**src/rtl/mc_pkg.sv**
```systemverilog
// Shared types and field positions for the i281 multicycle sequencer.
// The instruction layout is fixed at 9 bits: class bit above an 8-bit opcode payload.
package mc_pkg;

    typedef enum logic [1:0] {
        IDLE = 2'd0,
        RUN  = 2'd1,
        DONE = 2'd2
    } mc_state_t;

    localparam int MC_CLASS_BIT = 8;
    localparam int MC_STEPS_MSB = 7;
    localparam int MC_STEPS_LSB = 5;

endpackage

```
**src/rtl/multicycle_sequencer_if.sv**
```systemverilog
// Fetch-to-sequencer bundle: fetch (master) presents instructions, the sequencer (slave)
// returns the decoder flag, held opcode, stall and step. mc_abort exists only with MC_ABORT_EN.
interface multicycle_sequencer_if #(
    parameter int STEP_W = 3
);
    logic              instr_valid;
    logic [8:0]        curr_instruction;
`ifdef MC_ABORT_EN
    logic              mc_abort;
`endif
    logic              multicycle_flag;
    logic [7:0]        held_instruction;
    logic              pc_stall;
    logic [STEP_W-1:0] step;
    logic              step_valid;
    logic              mc_done;
    logic              mc_busy;

    modport master (
`ifdef MC_ABORT_EN
        output mc_abort,
`endif
        output instr_valid, curr_instruction,
        input  multicycle_flag, held_instruction, pc_stall, step, step_valid, mc_done, mc_busy
    );

    modport slave (
`ifdef MC_ABORT_EN
        input  mc_abort,
`endif
        input  instr_valid, curr_instruction,
        output multicycle_flag, held_instruction, pc_stall, step, step_valid, mc_done, mc_busy
    );

endinterface

```
**src/rtl/multicycle_sequencer.sv**
```systemverilog
// Latches a multicycle instruction, stalls fetch and walks it through its micro-steps.
// Define MC_ABORT_EN to add the mc_abort flush input.
module multicycle_sequencer
    import mc_pkg::*;
#(
    parameter int STEP_W = 3
) (
    input  logic                         clk,
    input  logic                         rst_n,
    multicycle_sequencer_if.slave        bus
);

    mc_state_t         state;
    mc_state_t         state_next;
    logic [STEP_W-1:0] step_q;
    logic [STEP_W-1:0] last_step_q;
    logic [7:0]        held_q;
    logic              abort;
    logic              accept;
    logic              at_last;

    logic              flag_c;
    logic              stall_c;
    logic              step_valid_c;
    logic              done_c;
    logic              busy_c;

`ifdef MC_ABORT_EN
    assign abort = bus.mc_abort;
`else
    assign abort = 1'b0;
`endif

    // rst_n is folded in so the Mealy stall is also forced low while reset is held.
    assign accept  = rst_n && (state == IDLE) && bus.instr_valid
                     && bus.curr_instruction[MC_CLASS_BIT] && !abort;
    assign at_last = (step_q == last_step_q);

    // NOTE: sequential state uses non-blocking assignments so every flop samples pre-edge values.
    always_ff @(posedge clk or negedge rst_n) begin
        if (!rst_n) begin
            state <= IDLE;
        end else begin
            state <= state_next;
        end
    end

    // NOTE: every comb output gets a default first; a path that skips an assignment would infer a latch.
    always_comb begin
        state_next = state;
        case (state)
            IDLE:    if (accept) state_next = RUN;
            RUN:     if (at_last) state_next = DONE;
            DONE:    state_next = IDLE;
            default: state_next = IDLE;
        endcase
        if (abort) state_next = IDLE;
    end

    always_comb begin
        flag_c       = 1'b0;
        stall_c      = 1'b0;
        step_valid_c = 1'b0;
        done_c       = 1'b0;
        busy_c       = 1'b0;
        case (state)
            IDLE: stall_c = accept;
            RUN: begin
                flag_c       = 1'b1;
                stall_c      = 1'b1;
                step_valid_c = 1'b1;
                busy_c       = 1'b1;
            end
            DONE: begin
                flag_c = 1'b1;
                done_c = 1'b1;
                busy_c = 1'b1;
            end
            default: ;
        endcase
    end

    // Step stops at last_step, so an 8-step sequence at STEP_W=3 never wraps.
    always_ff @(posedge clk or negedge rst_n) begin
        if (!rst_n) begin
            step_q      <= '0;
            last_step_q <= '0;
            held_q      <= '0;
        end else if (accept) begin
            held_q      <= bus.curr_instruction[7:0];
            last_step_q <= STEP_W'(bus.curr_instruction[MC_STEPS_MSB:MC_STEPS_LSB]);
            step_q      <= '0;
        end else if ((state == RUN) && !at_last && !abort) begin
            step_q <= step_q + STEP_W'(1);
        end
    end

    assign bus.multicycle_flag  = flag_c;
    assign bus.pc_stall         = stall_c;
    assign bus.step_valid       = step_valid_c;
    assign bus.mc_done          = done_c;
    assign bus.mc_busy          = busy_c;
    assign bus.step             = step_q;
    assign bus.held_instruction = held_q;

endmodule

```
**src/flat_wrapper.sv**
```systemverilog
// flat-port wrapper written by rule: the top's interface ports become plain ports
module multicycle_sequencer_flat import mc_pkg::*;
#(
    parameter int STEP_W = 3
)
  (clk, rst_n, bus_instr_valid, bus_curr_instruction, bus_multicycle_flag, bus_held_instruction, bus_pc_stall, bus_step, bus_step_valid, bus_mc_done, bus_mc_busy);
  multicycle_sequencer_if #(.STEP_W(STEP_W)) bus_i ();
  input  logic clk;
  input  logic rst_n;
  input wire logic [$bits(bus_i.instr_valid)-1:0] bus_instr_valid;
  input wire logic [$bits(bus_i.curr_instruction)-1:0] bus_curr_instruction;
  output wire logic [$bits(bus_i.multicycle_flag)-1:0] bus_multicycle_flag;
  output wire logic [$bits(bus_i.held_instruction)-1:0] bus_held_instruction;
  output wire logic [$bits(bus_i.pc_stall)-1:0] bus_pc_stall;
  output wire logic [$bits(bus_i.step)-1:0] bus_step;
  output wire logic [$bits(bus_i.step_valid)-1:0] bus_step_valid;
  output wire logic [$bits(bus_i.mc_done)-1:0] bus_mc_done;
  output wire logic [$bits(bus_i.mc_busy)-1:0] bus_mc_busy;
  assign bus_i.instr_valid = bus_instr_valid;
  assign bus_i.curr_instruction = bus_curr_instruction;
  assign bus_multicycle_flag = bus_i.multicycle_flag;
  assign bus_held_instruction = bus_i.held_instruction;
  assign bus_pc_stall = bus_i.pc_stall;
  assign bus_step = bus_i.step;
  assign bus_step_valid = bus_i.step_valid;
  assign bus_mc_done = bus_i.mc_done;
  assign bus_mc_busy = bus_i.mc_busy;
  multicycle_sequencer #(.STEP_W(STEP_W)) u_core (.clk(clk), .rst_n(rst_n), .bus(bus_i));
endmodule
```
**config.mk**
```make
export PLATFORM = sky130hd
export DESIGN_NAME = multicycle_sequencer_flat
export DESIGN_NICKNAME = d
export VERILOG_FILES = /design/src/rtl/mc_pkg.sv /design/src/rtl/multicycle_sequencer_if.sv /design/src/rtl/multicycle_sequencer.sv /design/src/flat_wrapper.sv
export SDC_FILE = /design/constraint.sdc
export NUM_CORES = 1
export LEC_CHECK = 0
export ABC_AREA = 1
export CORE_MARGIN = 1
export CORE_UTILIZATION = 43
export CTS_CLUSTER_SIZE = 14
export DETAILED_ROUTE_END_ITERATION = 7
export GPL_TIMING_DRIVEN = 0
export PLACE_DENSITY = 0.81
export SYNTH_ARGS = -nofsm -noshare
export SYNTH_HDL_FRONTEND = slang
export SYNTH_SLANG_ARGS = --single-unit
```
**constraint.sdc**
```tcl
create_clock -name clk -period 2.2 [get_ports clk]
set_input_delay 0.33 -clock clk [delete_from_list [all_inputs] [get_ports clk]]
set_output_delay 0.33 -clock clk [all_outputs]
set_load 0.1 [all_outputs]
```
# ---- After elaboration in Yosys (flattened, before gate mapping)
# Index checks and enable logic that the tools add are counted.
dict set report word_totals {
  register_bits 16
  in_bits 12
}
dict set report classes {
  addsub 1
  eq_ne 5
  n_mux 9
  reduce_logical 9
}
# op count
set ops {}
lappend ops {{two-way mux 3 bit} 2}
lappend ops {{logical AND 1 bit} 4}
lappend ops {{two-way mux 2 bit} 2}
lappend ops {{inequality test 2 x 1 -> 1 bit, second input constant} 2}
lappend ops {{case mux 2 bit (2 select lines)} 1}
lappend ops {{adder 3 x 1 -> 3 bit, second input constant} 1}
lappend ops {{== test 3 bit} 1}
lappend ops {{two-way mux 1 bit} 3}
lappend ops {{== test 2 x 1 -> 1 bit, second input constant} 1}
lappend ops {{== test 2 bit, second input constant} 1}
lappend ops {{logical NOT 2 bit} 1}
lappend ops {{case mux 1 bit (2 select lines)} 1}
lappend ops {{AND reduction 2 bit} 1}
lappend ops {{nonzero test 2 bit} 1}
lappend ops {{OR reduction 2 bit} 1}
lappend ops {{logical NOT 1 bit} 1}

# ---- Depth between registers and ports, before layout
dict set report logic_depth {
  word_depth 6
  depth_mapped 8
}

# ---- Least setup slack after synthesis
# Ideal clock, no wire load.
dict set report synth_path {
  path_type {reg-to-output}
  from {reg u_core.state[1]}
  to {out bus_pc_stall}
  t_arrival_ns 1.955
  setup_slack_ns -0.085
  stages_incl_launch_ff 4
  cell_sequence {dfrtp_1 -> inv_1 -> ha_1 -> or2_2}
}
dict set report synth_via {
  elab_chain_len 5
  elab_cells_between_ends 6
  classes_between {eq/ne: 1; mux: 1; reduce/logical: 4}
}
# item line_no
set synth_lines {}
lappend synth_lines {{from (decl)} multicycle_sequencer.sv:13} ;# mc_state_t state;
lappend synth_lines {{from (signal assigned)} multicycle_sequencer.sv:44} ;# state <= state_next;
lappend synth_lines {{logical NOT 2 bit} {multicycle_sequencer.sv:35, multicycle_sequencer.sv:66}}
lappend synth_lines {{logical AND 1 bit (2 in series)} multicycle_sequencer.sv:35} ;# assign accept = rst_n && (state == IDLE) && bus.instr_valid
lappend synth_lines {{logical AND 1 bit} multicycle_sequencer.sv:36} ;# && bus.curr_instruction[MC_CLASS_BIT] && !abort;
lappend synth_lines {{case mux 1 bit (2 select lines) *} multicycle_sequencer.sv:66} ;# case (state)
lappend synth_lines {{to (decl)} flat_wrapper.sv:14} ;# output wire logic [$bits(bus_i.pc_stall)-1:0] bus_pc_stall;
# Every way passes the cells marked *; elsewhere a longest branch is shown, timed or not.

# ---- Worst setup path in the final report
dict set report layout_path {
  from {reg u_core.held_q[6] (netlist: u_core.bus.held_instruction[6])}
  to {out bus_held_instruction[6]}
}
# item line_no
set layout_rtl {}
lappend layout_rtl {{from (decl)} multicycle_sequencer.sv:17} ;# logic [7:0] held_q;
lappend layout_rtl {{from (signal assigned)} multicycle_sequencer.sv:90} ;# held_q <= bus.curr_instruction[7:0];
lappend layout_rtl {{to (decl)} flat_wrapper.sv:13} ;# output wire logic [$bits(bus_i.held_instruction)-1:0] bus_held_instruction;
# No word-level cell between the ends.

==> results.txt <==
status: completed
Critical Path RT: 1.87 ns
via count: 606
Yosys warnings: 0
per-cell routed wire length: 11.4 µm
fin. max-slew vios: 0
hold slack: 0.0352 ns
initial drt markers: 11
Post-Route M1 WL: 595 µm
Worst setup EP type: primary output
Fill cells: 110
Layout Nets: 126
gr ovfl total: 0
RSZ-0062 raised after global routing: false
Cell Area, Synth: 666 µm²
Syn Inst Count: 78
Worst Setup Start Kind: register
metal2 WL: 674 µm
largest fanout on the critical path: 3
Slew @ Worst Pin: 0.978 ns
# hold bufs at CTS: 0
Via-to-Cell Ratio: 4.89
Worst Hold Class: input pin to async pin
sequential area share after synthesis: 48.9%
MaxCap Viol Count: 0
Max transition margin: 34.6%
Root Driver: clkbuf_4
Routed met3 length: 117 µm
Clock transition at path regs: 0.09 ns
die area: 1710 µm²
# DRC: 0
row count: 13
share of cells above drive strength 1: 16.5%
antenna violations before repair: 0
Yosys reg bits: 13
Clock Sinks: 13
period utilization: 97.8%
clk_lat worst skew: 0.28 ns
H-tree depth: 1
type of the worst setup path: register to primary output
Total Routing Usage GR: 19.4%
register cell area after layout: 325 µm²
die extent in y: 41.3 µm
IO Pins: 28
buffers plus inverters on the worst setup path: 1
# Post-CTS Setup Buffers: 0
vias in the first global route: 509
Mapped Avg Cell Area: 8.53 µm²
Antenna Cells: 0
commonest non-fill, non-tap cells in the layout: 35 x nand2_1, 18 x clkdlybuf4s50_1, 13 x dfrtp_1
Tmin final: 2.15 ns
post-synth cell types: 18
commonest non-fill, non-tap cell in the layout: nand2_1
CTS buffer count: 3
area grow syn2layout: 47.2%
post-place setup slack: -1.04 ns
die width: 41.3 µm
global placement routability congestion: 0.737
top cell family by delay on the critical path: buffers and inverters
Multi-input gate area: 297 µm²
post-DP HPWL: 1030 µm
crit path cell chain: clkdlybuf4s50_1
Routed Antenna Nets: 0
Worst Skew: 0.00425 ns
Final setup viols: 0
highest achievable clock rate: 465 MHz
post-layout util: 71.7%
biggest cell delay along the critical path: 1.16 ns
largest net degree at the start of global routing: 15
Worst path slowest cell: clkdlybuf4s50_1
final wirelength: 1410 µm
IO buf count: 27
DR pass1 iterations: 4
maximum clock path buffer count: 2
CTS tree: done
initial core utilization: 48.7%
setup slack after layout: 0.0482 ns
first-pass GRT wire length: 2060 µm
area of the core: 1370 µm²
syn nets: 94
crit path DAT: 1.82 ns
DR top layer: met4
Fin. Hold Viols: 0
[through the flow]
step	cells	instance area (µm²)	setup TNS [ns]
2_1_floorplan	78	668	0
3_3_place_gp	120	957	-1.07
3_5_place_dp	120	957	-1.15
4_1_cts	124	986	-0.00609
5_1_grt	124	980	0
6_report	124	980	0
[state kept, by name, indices dropped and copies added (netlist names)]
name	flops
u_core.state	2
u_core.bus.step	3
u_core.bus.held_instruction	7
u_core.last_step_q	1
[cells by family after synthesis]
logic type / share of synthesized area, %
buf+inv: 6.95
compound gates: 1.50
fa+ha+maj: 7.52
flops: 48.9
simple gates: 32.5
xor+xnor: 2.63
[synth_stat cells]
cell type	number	share of area [%]
buf_2	1	0.75
buf_4	2	2.3
dfrtp_1	13	49
ha_1	4	7.5
inv_1	6	3.4
inv_2	1	0.56
nand2_1	35	20
nand2_2	1	0.94
nand2_4	1	1.7
nand3_1	4	3.0
nand3_2	1	1.5
nand4_1	3	2.8
nand4_2	1	1.9
o21ai_0	1	0.75
o21ai_1	1	0.75
or2_2	1	0.94
xnor2_1	1	1.3
xor2_1	1	1.3
[routing by layer]
metal / vias to the layer above / track usage [%]
met2: 25 / 34.4
met1: 272 / 21.4
met3: 5 / 4.79
met5: - / 0
li1: 304 / -
met4: 0 / 9.68
[what timing repair did]
action / 4_1_cts / 5_1_grt
endpoints found under the setup margin: 6 / 4
gates resized for setup: 16 / 5
endpoints found under the hold margin: 0 / 0
[final cells by class]
cell class	instances	share of cell area (%)
well taps	15	1.92
plain buffers	3	2.04
inverters	7	2.68
flip-flops and latches	13	33.2
multi-input cells	55	30.3
repair buffers	27	27.2
clock buffers	4	2.68
[worst paths after layout]
check / cells after the start / slack (ns) / to / startpoint
setup reg to reg: 6 / 0.84 / u_core.bus.step[2] / u_core.state[0]
hold reg to reg: 2 / 0.49 / u_core.bus.held_instruction[2] / u_core.bus.held_instruction[2]
min in group clk: 2 / 0.49 / u_core.bus.held_instruction[2] / u_core.bus.held_instruction[2]
setup / recovery: 1 / 0.05 / bus_held_instruction[6] / u_core.bus.held_instruction[6]
max in group asynchronous: 1 / 1.90 / u_core.bus.held_instruction[4] / rst_n
hold / removal: 1 / 0.04 / u_core.bus.held_instruction[5] / rst_n
Power is not shown: default switching activity piles up to over one toggle a cycle in this logic, so the estimate is an artifact.
